[src/rtl/key_debounce.sv]
// key_debounce: synchronizes and debounces active-low keys into level, press, release and repeat outputs.
// Auto-repeat is built only when KEY_REPEAT_EN is defined; otherwise key_repeat is tied low.
module key_debounce #(
    parameter int CLK_FREQ_HZ     = 50_000_000,
    parameter int KEY_NUM         = 4,
    parameter int DEBOUNCE_MS     = 20,
    parameter int REPEAT_DELAY_MS = 500,
    parameter int REPEAT_RATE_MS  = 100
) (
    input  logic               sys_clk,
    input  logic               sys_rst_n,
    input  logic [KEY_NUM-1:0] key,
    output logic [KEY_NUM-1:0] key_level,
    output logic [KEY_NUM-1:0] key_press,
    output logic [KEY_NUM-1:0] key_release,
    output logic [KEY_NUM-1:0] key_repeat
);
    localparam int TICKS_PER_MS = CLK_FREQ_HZ / 1000;
    localparam logic [31:0] DB_CYC = (TICKS_PER_MS * DEBOUNCE_MS < 1) ? 32'd1 : 32'(TICKS_PER_MS * DEBOUNCE_MS);
`ifdef KEY_REPEAT_EN
    localparam logic [31:0] RD_CYC = (TICKS_PER_MS * REPEAT_DELAY_MS < 1) ? 32'd1 : 32'(TICKS_PER_MS * REPEAT_DELAY_MS);
    localparam logic [31:0] RR_CYC = (TICKS_PER_MS * REPEAT_RATE_MS < 1) ? 32'd1 : 32'(TICKS_PER_MS * REPEAT_RATE_MS);
`endif
    typedef enum logic [1:0] {IDLE, PRESS_DB, HELD, REL_DB} state_t;
    logic [KEY_NUM-1:0] sync_q1, sync_q2;
    // Synchronizer resets to released so reset can never look like a press
    always_ff @(posedge sys_clk or negedge sys_rst_n)
        if (!sys_rst_n) begin
            sync_q1 <= '0;
            sync_q2 <= '0;
        end else begin
            sync_q1 <= ~key;
            sync_q2 <= sync_q1;
        end
    for (genvar i = 0; i < KEY_NUM; i++) begin : g_key
        state_t      state, state_n;
        logic [31:0] cnt, cnt_n, cnt_inc;
        logic        s, press_n, release_n, level_q, press_q, release_q;
        assign s       = sync_q2[i];
        assign cnt_inc = (cnt == '1) ? cnt : cnt + 32'd1;
`ifdef KEY_REPEAT_EN
        logic rep_phase, rep_phase_n, repeat_n, repeat_q;
`endif
        always_comb begin
            state_n   = state;
            cnt_n     = cnt;
            press_n   = 1'b0;
            release_n = 1'b0;
`ifdef KEY_REPEAT_EN
            repeat_n    = 1'b0;
            rep_phase_n = rep_phase;
`endif
            case (state)
                IDLE:
                    if (s) begin
                        state_n = PRESS_DB;
                        cnt_n   = 32'd1;
                    end
                PRESS_DB:
                    if (!s) begin
                        state_n = IDLE;
                        cnt_n   = '0;
                    end else if (cnt == DB_CYC) begin
                        state_n = HELD;
                        cnt_n   = '0;
                        press_n = 1'b1;
                    end else
                        cnt_n = cnt_inc;
                HELD:
                    if (!s) begin
                        state_n = REL_DB;
                        cnt_n   = 32'd1;
                    end
`ifdef KEY_REPEAT_EN
                    else if (cnt_inc == (rep_phase ? RR_CYC : RD_CYC)) begin
                        cnt_n       = '0;
                        repeat_n    = 1'b1;
                        rep_phase_n = 1'b1;
                    end else
                        cnt_n = cnt_inc;
`endif
                REL_DB:
                    if (s) begin
                        state_n = HELD;
                        cnt_n   = '0;
                    end else if (cnt == DB_CYC) begin
                        state_n   = IDLE;
                        cnt_n     = '0;
                        release_n = 1'b1;
                    end else
                        cnt_n = cnt_inc;
                default: state_n = IDLE;
            endcase
`ifdef KEY_REPEAT_EN
            // Any excursion out of HELD restarts the repeat timer with the long delay
            if (state_n != HELD) rep_phase_n = 1'b0;
`endif
        end
        always_ff @(posedge sys_clk or negedge sys_rst_n)
            if (!sys_rst_n) begin
                state     <= IDLE;
                cnt       <= '0;
                level_q   <= 1'b0;
                press_q   <= 1'b0;
                release_q <= 1'b0;
            end else begin
                state     <= state_n;
                cnt       <= cnt_n;
                level_q   <= (state_n == HELD) || (state_n == REL_DB);
                press_q   <= press_n;
                release_q <= release_n;
            end
`ifdef KEY_REPEAT_EN
        always_ff @(posedge sys_clk or negedge sys_rst_n)
            if (!sys_rst_n) begin
                rep_phase <= 1'b0;
                repeat_q  <= 1'b0;
            end else begin
                rep_phase <= rep_phase_n;
                repeat_q  <= repeat_n;
            end
        assign key_repeat[i] = repeat_q;
`endif
        assign key_level[i]   = level_q;
        assign key_press[i]   = press_q;
        assign key_release[i] = release_q;
    end
`ifndef KEY_REPEAT_EN
    assign key_repeat = '0;
`endif
endmodule
[config.mk]
export PLATFORM = sky130hd
export DESIGN_NAME = key_debounce
export DESIGN_NICKNAME = d
export VERILOG_FILES = /design/src/rtl/key_debounce.sv
export SDC_FILE = /design/constraint.sdc
export NUM_CORES = 1
export LEC_CHECK = 0
export BUFFER_PORTS_ARGS = -buffer_cell sky130_fd_sc_hd__buf_4
export CELL_PAD_IN_SITES_DETAIL_PLACEMENT = 0
export CELL_PAD_IN_SITES_GLOBAL_PLACEMENT = 1
export CORE_MARGIN = 2
export CORE_UTILIZATION = 53
export CTS_CLUSTER_SIZE = 24
export DETAILED_ROUTE_END_ITERATION = 10
export GPL_TIMING_DRIVEN = 1
export PLACE_DENSITY = 0.89
export SLEW_MARGIN = 20
export SYNTH_ARGS = -nofsm -noshare
export SYNTH_HDL_FRONTEND = slang
export SYNTH_SLANG_ARGS = --single-unit
[constraint.sdc]
create_clock -name sys_clk -period 5.8 [get_ports sys_clk]
set_input_delay 0.29 -clock sys_clk [delete_from_list [all_inputs] [get_ports sys_clk]]
set_output_delay 0.29 -clock sys_clk [all_outputs]
set_load 0.01 [all_outputs]
==> results.json <==
{
  "crit_slowest_cell": "a21o_1",
  "dpl.hpwl_microns": 13900,
  "rows": 47,
  "wl_per_cell_microns": 17.4,
  "tightest_slew_ns": 1.11,
  "multi_input_area_sq_um": 4670,
  "die_h_microns": 135,
  "slew_headroom_pct": 26.1,
  "grtUsageTotal_pct": 24.9,
  "antenna_found_initial": 0,
  "timing.rr.end": "g_key[1].cnt[14]",
  "grt_pass1_wl_microns": 36700,
  "ys.flop_type": "dfrtp_1",
  "yosysMostFrequentCell": "dfrtp_1",
  "fmaxAchievable_mhz": 347,
  "via_per_inst": 6.35,
  "clk_pin_slew_worst_paths_ns": 0.06,
  "syn_to_final_growth_pct": 8.38,
  "crit_fanout": 33,
  "p_leak_uw": 0.00403,
  "status": "finished clean",
  "rr_worst_depth": 7,
  "post_cts_buffers": 0,
  "cts_buffer_depth": 2,
  "via_count": 7871,
  "arrival_ns": 3.21,
  "detail_route.wirelength_microns": 21600,
  "worstSetupPathType": "reg -> reg",
  "root_buffer": "clkbuf_16",
  "p_per_area_nw_per_um2": 251,
  "grt_max_degree": 99,
  "crit_chain": "inv_1 -> ha_1 -> or4b_2 -> nor4_2 -> a21o_1 -> o21ai_0 -> a21o_1",
  "antenna_cells": 0,
  "nets": 1021,
  "cp-end-kind": "register",
  "synth_common_cells": "dfrtp_1, nand2_1, o21ai_1",
  "cp_data_required_time_ns": 6.13,
  "reg2reg_slack_ns": 2.91,
  "drc": 0,
  "synth.distinct_cells": 71,
  "cts_tree": "yes",
  "core_area_sq_um": 16600,
  "place.gp.congestion": 0.795,
  "worstHoldStart": "key[2]",
  "ys_ff_latch": 154,
  "crit_buf_inv": 1,
  "yosys-top-cells-area": "dfrtp_1, o21ai_1, nand2_1, a31oi_1, nand4_1",
  "clock_skew_ns": 0.00852,
  "crit_top_cell": "a21o_1",
  "period_needed_ns": 2.89,
  "insertion_delay_ns": 0.43,
  "die_area_sq_um": 18100,
  "htree_levels": 4,
  "final_max_slew_viol_count": 0,
  "drtPass1Iterations": 6,
  "hold_violations": 0,
  "ctsResizeCount": 0,
  "power_uw": 2450,
  "max_stage_delay_ns": 0.85,
  "overflow": 0,
  "cap_viol_max_count": 0,
  "pin_count": 22,
  "ff_latch_area_sq_um": 3850,
  "cts_sinks": 154,
  "fin_crit_sh_pct": 49.7,
  "min_path_type": "in -> reg",
  "synth_cells": 1028,
  "setup_tns_ns": 0,
  "die_x_microns": 135,
  "async_reset_ff_share_pct": 100,
  "setup_viol": 0,
  "hold_end": "sync_q1[2]",
  "crit_family": "compound AO/OA/AOI/OAI gates",
  "drt_iter0_markers": 645,
  "grt_setup_unrepaired": "false",
  "synth.top_cell.area_share_pct": 42.7,
  "crit_path_start_kind": "register",
  "grt_pass1_vias": 7407,
  "postSynthAreaPerCell_sq_um": 8.79,
  "synth_area_sq_um": 9030,
  "fillerInstances": 1499,
  "postRouteAntennaNets": 0,
  "r2r_start": "g_key[1].cnt[0]",
  "synth_edf_count": 0,
  "start_util_pct": 54.3,
  "whs_ns": 0.0186,
  "synth_largest_area_cell": "dfrtp_1",
  "hold_depth": 2,
  "cts_buffers": 17,
  "port_buffers": 17,
  "yosysSeqAreaShare_pct": 42.7,
  "drive_gt1_share_pct": 8.63,
  "ys_warn_count": 0,
  "ir_drop_mv": 0.207
}
## worst register-to-register path, cell delays in order, from the launching register on
cell	delay (ns)
dfrtp_1	0.40
inv_1	0.10
ha_1	0.14
or4b_2	0.59
nor4_2	0.24
a21o_1	0.85
o21ai_0	0.25
a21o_1	0.22
## cells by family after synthesis
group | share of synthesized area, %
compound gates | 22.8
xor+xnor | 0.679
fa+ha+maj | 1.11
buf+inv | 5.83
flops | 42.7
mux | 0.748
other cells | 0.0415
simple gates | 26.1
## final cells by class
type / count / area share [%]
clock buffers: 21 / 4.70
multi-input cells: 772 / 47.7
flip-flops and latches: 154 / 39.4
clock inverters: 11 / 1.70
inverters: 30 / 1.15
repair buffers: 32 / 2.57
well taps: 220 / 2.81
## per-stage QoR
| step | instance area (sq um) | instances | setup WS, ns | util (%) |
|---|---|---|---|---|
| 6_report | 9790 | 1240 | 2.91 | 58.8 |
| 4_1_cts | 9790 | 1240 | 2.93 | 58.8 |
| 2_1_floorplan | 9040 | 1031 | 3.54 | - |
| 5_1_grt | 9790 | 1240 | 2.61 | 58.8 |
| 3_3_place_gp | 9130 | 1205 | 2.96 | 54.9 |
| 3_5_place_dp | 9130 | 1205 | 2.94 | 54.9 |
## per-layer routing
metal / vias up / share of wire [%] / global-route usage [%]
li1: 3876 / - / -
met1: 3794 / 48 / 35.6
met2: 182 / 47 / 39.5
met3: 19 / 4.3 / 4.24
met4: 0 / 0.93 / 7.19
met5: - / 0 / 0
## worst max path at each step
| stage | start | endpoint | slack, ns | cells past startpoint |
|---|---|---|---|---|
| final | g_key[1].cnt[0] | g_key[1].cnt[14] | 2.91 | 7 |
| after global routing | g_key[1].cnt[0] | g_key[1].cnt[14] | 2.61 | 7 |
| after floorplan | g_key[1].cnt[0] | g_key[1].cnt[1] | 3.54 | 8 |
| after global placement | g_key[3].cnt[20] | g_key[3].cnt[0] | 2.96 | 6 |
| after detailed placement | g_key[1].cnt[0] | g_key[1].cnt[14] | 2.94 | 7 |
| after CTS | g_key[3].cnt[20] | g_key[3].cnt[0] | 2.93 | 6 |
## layout by cell type, fill, tap and decap left out, types with 6 or more instances in the layout
master,n
nand2b_1,6
inv_1,29
o21ai_0,46
nand2_1,104
or4_1,13
nand3_1,49
a21oi_1,49
o21ai_1,89
or3_1,8
nor2_1,30
nor3_1,15
ha_1,8
buf_4,28
a31oi_1,59
and4_1,21
nor4b_1,11
clkbuf_16,17
nand4_1,57
o31ai_1,28
and2_1,18
xor2_1,6
nor3b_1,9
a22o_1,6
a41oi_1,15
nor4_1,14
dfrtp_1,154
and3_1,30
## where the power goes
part | total (uW) | switching, uW | internal, uW
clock | 1190 | 451 | 742
sequential | 1110 | 20.8 | 1090
combinational | 149 | 100 | 48.7
## registers in the layout (all words and copies together), names as in the netlist
signal / flops
g_key.cnt: 128
g_key.state: 6
g_key.level_q: 4
g_key.press_q: 4
g_key.release_q: 4
sync_q1: 4
sync_q2: 4
## what timing repair did
| action | 4_1_cts | 5_1_grt |
|---|---|---|
| hold buffers | 3 | 0 |
| setup endpoints to repair | 0 | 0 |
| hold endpoints to repair | 4 | 0 |
Note: power is estimated with default switching activity, not from simulation.
